[config.mk]
export PLATFORM = sky130hd
export DESIGN_NAME = ext_unit_flat
export DESIGN_NICKNAME = d
export VERILOG_FILES = /design/src/rtl/ext_pkg.sv /design/src/rtl/ext_if.sv /design/src/rtl/ext_core.sv /design/src/rtl/ext_unit.sv /design/src/flat_wrapper.sv
export SDC_FILE = /design/constraint.sdc
export NUM_CORES = 1
export LEC_CHECK = 0
export CAP_MARGIN = 15
export CORE_MARGIN = 3
export CORE_UTILIZATION = 40
export DETAILED_ROUTE_END_ITERATION = 8
export PLACE_DENSITY_LB_ADDON = 0.1
export SYNTH_ARGS = -nofsm -noshare
export SYNTH_HDL_FRONTEND = slang
export SYNTH_SLANG_ARGS = --single-unit
export TNS_END_PERCENT = 20
[constraint.sdc]
create_clock -name clk -period 5.6 [get_ports clk]
set_clock_uncertainty 0.05 [all_clocks]
set_input_delay 1.12 -clock clk [delete_from_list [all_inputs] [get_ports clk]]
set_output_delay 1.12 -clock clk [all_outputs]
set_load 0.01 [all_outputs]
[src/rtl/ext_pkg.sv]
// Shared types and constants for the operand extender: mode codes, lane sizes,
// skid-buffer states and the byte-offset width helper.
package ext_pkg;

    typedef enum logic [2:0] {
        OP_ZEXT = 3'd0,
        OP_SEXT = 3'd1,
        OP_LUI  = 3'd2,
        OP_LBU  = 3'd3,
        OP_LB   = 3'd4,
        OP_LHU  = 3'd5,
        OP_LH   = 3'd6,
        OP_LW   = 3'd7
    } ext_op_e;

    typedef enum logic [1:0] {
        SKID_EMPTY = 2'd0,
        SKID_ONE   = 2'd1,
        SKID_TWO   = 2'd2
    } skid_state_e;

    localparam int LANE_W = 8;
    localparam int HALF_W = 16;

    function automatic int off_w(input int data_w);
        return $clog2(data_w / LANE_W);
    endfunction

endpackage

[src/rtl/ext_if.sv]
// Valid/ready bundle between a producer stage and the operand extender.
interface ext_if #(
    parameter int DATA_W = 32
);
    import ext_pkg::*;

    localparam int OFF_W = off_w(DATA_W);

    logic              in_valid;
    logic              in_ready;
    logic [2:0]        in_op;
    logic [DATA_W-1:0] in_data;
    logic [OFF_W-1:0]  in_off;
    logic              out_valid;
    logic              out_ready;
    logic [DATA_W-1:0] out_data;
    logic              out_err;

    modport master (
        output in_valid, in_op, in_data, in_off, out_ready,
        input  in_ready, out_valid, out_data, out_err
    );

    modport slave (
        input  in_valid, in_op, in_data, in_off, out_ready,
        output in_ready, out_valid, out_data, out_err
    );

endinterface

[src/rtl/ext_core.sv]
// Combinational extension datapath: immediate forms, little-endian lane
// selection for loads, and misalignment detection. Misaligned results are zero.
module ext_core
    import ext_pkg::*;
#(
    parameter int   DATA_W = 32,
    parameter int   IMM_W  = 16,
    localparam int  OFF_W  = off_w(DATA_W)
) (
    input  logic [2:0]        op,
    input  logic [DATA_W-1:0] data,
    input  logic [OFF_W-1:0]  off,
    output logic              err,
    output logic [DATA_W-1:0] result
);

    logic [IMM_W-1:0]  imm;
    logic [DATA_W-1:0] lui_val;
    logic [LANE_W-1:0] byte_v;
    logic [HALF_W-1:0] half_v;

    assign imm    = data[IMM_W-1:0];
    assign byte_v = data[{off, 3'b000} +: LANE_W];
    assign half_v = data[{off[OFF_W-1:1], 4'b0000} +: HALF_W];

    // When the shifted immediate already fills the word, no sign fill is needed.
    generate
        if (2 * IMM_W >= DATA_W) begin : g_lui_wide
            assign lui_val = DATA_W'({imm, {IMM_W{1'b0}}});
        end else begin : g_lui_narrow
            assign lui_val = {{(DATA_W - 2 * IMM_W){imm[IMM_W-1]}}, imm, {IMM_W{1'b0}}};
        end
    endgenerate

    always_comb begin
        err    = 1'b0;
        result = '0;
        case (ext_op_e'(op))
            OP_ZEXT: result = {{(DATA_W - IMM_W){1'b0}}, imm};
            OP_SEXT: result = {{(DATA_W - IMM_W){imm[IMM_W-1]}}, imm};
            OP_LUI:  result = lui_val;
            OP_LBU:  result = {{(DATA_W - LANE_W){1'b0}}, byte_v};
            OP_LB:   result = {{(DATA_W - LANE_W){byte_v[LANE_W-1]}}, byte_v};
            OP_LHU: begin
                if (off[0]) err = 1'b1;
                else        result = {{(DATA_W - HALF_W){1'b0}}, half_v};
            end
            OP_LH: begin
                if (off[0]) err = 1'b1;
                else        result = {{(DATA_W - HALF_W){half_v[HALF_W-1]}}, half_v};
            end
            OP_LW: begin
                if (off != '0) err = 1'b1;
                else           result = data;
            end
            default: ;
        endcase
    end

endmodule

[src/rtl/ext_unit.sv]
// Registered operand extender: ext_core on the input side feeding a main
// register plus one skid register, so in_ready never depends on out_ready.
module ext_unit
    import ext_pkg::*;
#(
    parameter int DATA_W = 32,
    parameter int IMM_W  = 16
) (
    input  logic  clk,
    input  logic  rst_n,
    input  logic  flush,
    ext_if.slave  bus
);

    logic              core_err;
    logic [DATA_W-1:0] core_data;

    skid_state_e       state;
    logic              out_valid_q;
    logic              in_ready_q;
    logic [DATA_W-1:0] main_data;
    logic              main_err;
    logic [DATA_W-1:0] skid_data;
    logic              skid_err;

    logic accept;
    logic emit;

    ext_core #(
        .DATA_W (DATA_W),
        .IMM_W  (IMM_W)
    ) u_core (
        .op     (bus.in_op),
        .data   (bus.in_data),
        .off    (bus.in_off),
        .err    (core_err),
        .result (core_data)
    );

    assign accept = bus.in_valid && in_ready_q;
    assign emit   = out_valid_q && bus.out_ready;

    // The skid state drives the registered valid/ready outputs; flush only
    // clears occupancy, so an emit on the flush edge has already been taken.
    always_ff @(posedge clk or negedge rst_n) begin
        if (!rst_n) begin
            state       <= SKID_EMPTY;
            out_valid_q <= 1'b0;
            in_ready_q  <= 1'b1;
            main_data   <= '0;
            main_err    <= 1'b0;
            skid_data   <= '0;
            skid_err    <= 1'b0;
        end else if (flush) begin
            state       <= SKID_EMPTY;
            out_valid_q <= 1'b0;
            in_ready_q  <= 1'b1;
        end else begin
            case (state)
                SKID_EMPTY: begin
                    if (accept) begin
                        main_data   <= core_data;
                        main_err    <= core_err;
                        out_valid_q <= 1'b1;
                        state       <= SKID_ONE;
                    end
                end
                SKID_ONE: begin
                    if (accept && !emit) begin
                        skid_data  <= core_data;
                        skid_err   <= core_err;
                        in_ready_q <= 1'b0;
                        state      <= SKID_TWO;
                    end else if (accept && emit) begin
                        main_data <= core_data;
                        main_err  <= core_err;
                    end else if (emit) begin
                        out_valid_q <= 1'b0;
                        state       <= SKID_EMPTY;
                    end
                end
                SKID_TWO: begin
                    if (emit) begin
                        main_data  <= skid_data;
                        main_err   <= skid_err;
                        in_ready_q <= 1'b1;
                        state      <= SKID_ONE;
                    end
                end
                default: begin
                    state       <= SKID_EMPTY;
                    out_valid_q <= 1'b0;
                    in_ready_q  <= 1'b1;
                end
            endcase
        end
    end

    assign bus.in_ready  = in_ready_q;
    assign bus.out_valid = out_valid_q;
    assign bus.out_data  = main_data;
    assign bus.out_err   = main_err;

endmodule

[src/flat_wrapper.sv]
// flat-port wrapper written by rule: the top's interface ports become plain ports
module ext_unit_flat import ext_pkg::*;
#(
    parameter int DATA_W = 32,
    parameter int IMM_W  = 16
)
  (clk, rst_n, flush, bus_in_valid, bus_in_op, bus_in_data, bus_in_off, bus_out_ready, bus_in_ready, bus_out_valid, bus_out_data, bus_out_err);
  ext_if #(.DATA_W(DATA_W)) bus_i ();
  input  logic clk;
  input  logic rst_n;
  input  logic flush;
  input wire logic [$bits(bus_i.in_valid)-1:0] bus_in_valid;
  input wire logic [$bits(bus_i.in_op)-1:0] bus_in_op;
  input wire logic [$bits(bus_i.in_data)-1:0] bus_in_data;
  input wire logic [$bits(bus_i.in_off)-1:0] bus_in_off;
  input wire logic [$bits(bus_i.out_ready)-1:0] bus_out_ready;
  output wire logic [$bits(bus_i.in_ready)-1:0] bus_in_ready;
  output wire logic [$bits(bus_i.out_valid)-1:0] bus_out_valid;
  output wire logic [$bits(bus_i.out_data)-1:0] bus_out_data;
  output wire logic [$bits(bus_i.out_err)-1:0] bus_out_err;
  assign bus_i.in_valid = bus_in_valid;
  assign bus_i.in_op = bus_in_op;
  assign bus_i.in_data = bus_in_data;
  assign bus_i.in_off = bus_in_off;
  assign bus_i.out_ready = bus_out_ready;
  assign bus_in_ready = bus_i.in_ready;
  assign bus_out_valid = bus_i.out_valid;
  assign bus_out_data = bus_i.out_data;
  assign bus_out_err = bus_i.out_err;
  ext_unit #(.DATA_W(DATA_W), .IMM_W(IMM_W)) u_core (.clk(clk), .rst_n(rst_n), .flush(flush), .bus(bus_i));
endmodule
==> run metrics <==
Clock Latency Late Sink=between 0.3 and 0.4 ns; most common cell in the synthesized netlist=dfrtp_1; top-area cell type share of the netlist area=43.3%; Worst Hold Endpoint=u_core.skid_data[0]; crit-path cells=clkdlybuf4s50_1 -> and4bb_1 -> a32oi_2 -> nand3_1 -> a221o_1; post-layout net count=472; Syn Inst Count=between 300 and 400; RSZ-0062 raised after global routing=no; All-Layer GR Usage=a little over a fifth; met3 Track Usage GR=approximately 4.4%; sequential fraction of design power=between 40% and 50%; switching portion of total power=29.4%; post-route cell area=approximately 5000 um^2; Core Region=between 9000 and 10000 um^2; via count=approximately 3500; pwr dens=390 nW/um^2; sequential cell area=1750 um^2; share of layout cells above drive strength 1=a little over an eighth; drt total wl=11700 um; # diodes=0; Least-Margin Pin Slew=between 1 and 1.5 ns; drt pass-1 iters=4; maximum VDD drop=between 0.15 and 0.2 mV; Setup WS post-layout=~2 ns; Post-synth EDFFs=0; CP endpoint kind=register; Synth area leaders=dfrtp_1 (43%), o211ai_1 (5.3%), mux2_2 (4.8%); fmax=0.276 GHz; Post-DRT Antenna Nets=0; HPWL after DPL=7810 um; Netlist Area Pre-Place=approximately 4000 um^2; most frequent cells after synthesis=dfrtp_1 (69), nand3_1 (31), o211ai_1 (28); RR Endpoint=u_core.bus.out_data[29]; I/O Buffers=76; Period minus WS final=3.63 ns; Rel. slew slack=between 20% and 30%; Synth cell types=53; Placed Cells incl. Taps=approximately 550; DIE HEIGHT=106 um; CTS sink count=70; CP top delay family=compound AO/OA/AOI/OAI gates; CP bufs+invs=1; utilization after layout=approximately 53%; critical path class=in -> reg; CP Max Fanout=29; met1 Resource Use GR=approximately a third; first-pass GRT wire length=19100 um; vias in the first global route=3398; Hold Vio Cnt, Final=0; final setup fails=0; reg-to-reg critical path startpoint=u_core.state[0]; FF+latch count, synth=70; Min-Delay Path Depth=2; DIE WIDTH=about 110 um; clk slew on worst S/H paths=~0.08 ns; pre-CTS WS=1.67 ns; Clk pwr share=between 20% and 30%; Power Total=1.96 mW; DIE AREA=around 11000 um^2; CTS buffer count=9; Multi-input gate area=between 2000 and 2500 um^2; CP startpoint kind=primary input; grt met2 use=around a third; Avg Cell Area, Syn=between 10 and 15 um^2; gp weighted congestion=between 0.8 and 0.9; sequential share of the synthesized area=~44%; Iter 0 DRT Violations=between 200 and 250; sw power=about 580 uW; initial antenna violation count=0; DR WL/cell=about 21 um; CP Data Arrival Time=~3.8 ns; max cap viols=0; worst hold start=u_core.skid_data[0]; fill cell count=approximately 860; placed cell area=4750 um^2; CP peak stage delay=between 0.9 and 1 ns; Clock Tree Buf Depth=2; worst min path class=reg -> reg; largest net degree at the start of global routing=between 70 and 80; dominant synthesized flop cell=dfrtp_1; GR peak layer=met1; Post-CTS Setup Bufs=0; hold_ws=roughly 0.43 ns; R2R setup slack=2.88 ns; fin crit share=about two thirds; area grow syn2layout=26.1%; Combinational Power Share=30.8%; GRT overflow=0; sum of negative setup slack=0 ns; Async S/R FF share, synth=100%; post-route insts no fill=~560; CTS Hold Bufs=0; status=finished, final reports clean; area leader, netlist=dfrtp_1; Ys Warns=0; Final Max Slew Viols=0; # DRC=0; Req. time, crit path=around 5.8 ns; starting density of the core=around 42%; clock root cell=clkbuf_8; H-Tree Depth=3; Int Pwr=between 1 and 1.5 mW; worst r2r path cells=4; via/cell ratio=between 6 and 7; row cnt=35; # resized after CTS=0; CTS tree=built; Static Leak=2.07 nW; critical path's slowest cell=clkdlybuf4s50_1; # IOs=77; Synthesized Nets=between 400 and 500
-- power by group through the flow --
stage | Combinational (mW) | Sequential, mW | Clock, mW
after global placement | 0.598 | 0.806 | 0
after floorplan | 0.295 | 0.826 | 0
final | 0.604 | 0.802 | 0.556
after CTS | 0.609 | 0.803 | 0.566
after detailed placement | 0.608 | 0.812 | 0
after global routing | 0.657 | 0.827 | 0.590
-- registers in the layout, indices dropped and copies added, names as in the netlist --
name,flops
u_core.skid_data,32
u_core.state,2
u_core.bus.out_data,32
u_core.bus.out_valid,1
u_core.skid_err,1
u_core.bus.in_ready,1
u_core.bus.out_err,1
-- layout by cell type, fill, tap and decap left out, types with 9 or more instances in the layout --
| cell type | n |
|---|---|
| o211ai_1 | 28 |
| a221o_1 | 17 |
| nand2_1 | 22 |
| dfrtp_1 | 69 |
| clkdlybuf4s50_1 | 75 |
| clkbuf_8 | 10 |
| o21ai_1 | 11 |
| a32oi_1 | 16 |
| nand3_1 | 31 |
| and3_1 | 17 |
| mux2_2 | 17 |
| and2_1 | 9 |
-- logic make-up after synthesis --
family	count (synthesis)	share of synthesized area [%]
compound gates	120	23.7
simple gates	118	16.9
flops	70	44.0
buf+inv	37	4.93
mux	28	9.99
xor+xnor	1	0.408
-- worst register-to-register path, stage by stage, from the launching register on --
cell and delay, ns:
dfrtp_1 0.48, a21boi_2 0.35, or2_1 0.82, o21a_1 0.68, a221o_1 0.28
-- layout make-up --
cell class | instances | area share [%]
repair buffers | 81 | 15.8
flip-flops and latches | 70 | 34.9
inverters | 1 | 0.0747
multi-input cells | 267 | 40.6
well taps | 129 | 3.21
clock buffers | 11 | 2.81
clock inverters | 5 | 2.57
-- how the worst max path moves through the flow --
stage | from | end | cells past startpoint
3_5_place_dp | bus_in_op[2] | u_core.bus.out_data[16] | 5
3_3_place_gp | bus_in_op[2] | u_core.bus.out_data[26] | 5
2_1_floorplan | bus_in_off[1] | u_core.bus.out_data[7] | 5
6_report | bus_in_op[2] | u_core.bus.out_data[16] | 5
5_1_grt | bus_in_op[2] | u_core.bus.out_data[24] | 5
4_1_cts | bus_in_op[2] | u_core.bus.out_data[16] | 5
-- per-layer routing --
metal	vias up	wire [um]	part of all wire (%)
met5	-	0	0
met3	10	578	4.9
met1	1753	5660	48
met4	0	103	0.88
met2	106	5350	46
li1	1596	-	-
(Power assumes the default switching activity.)
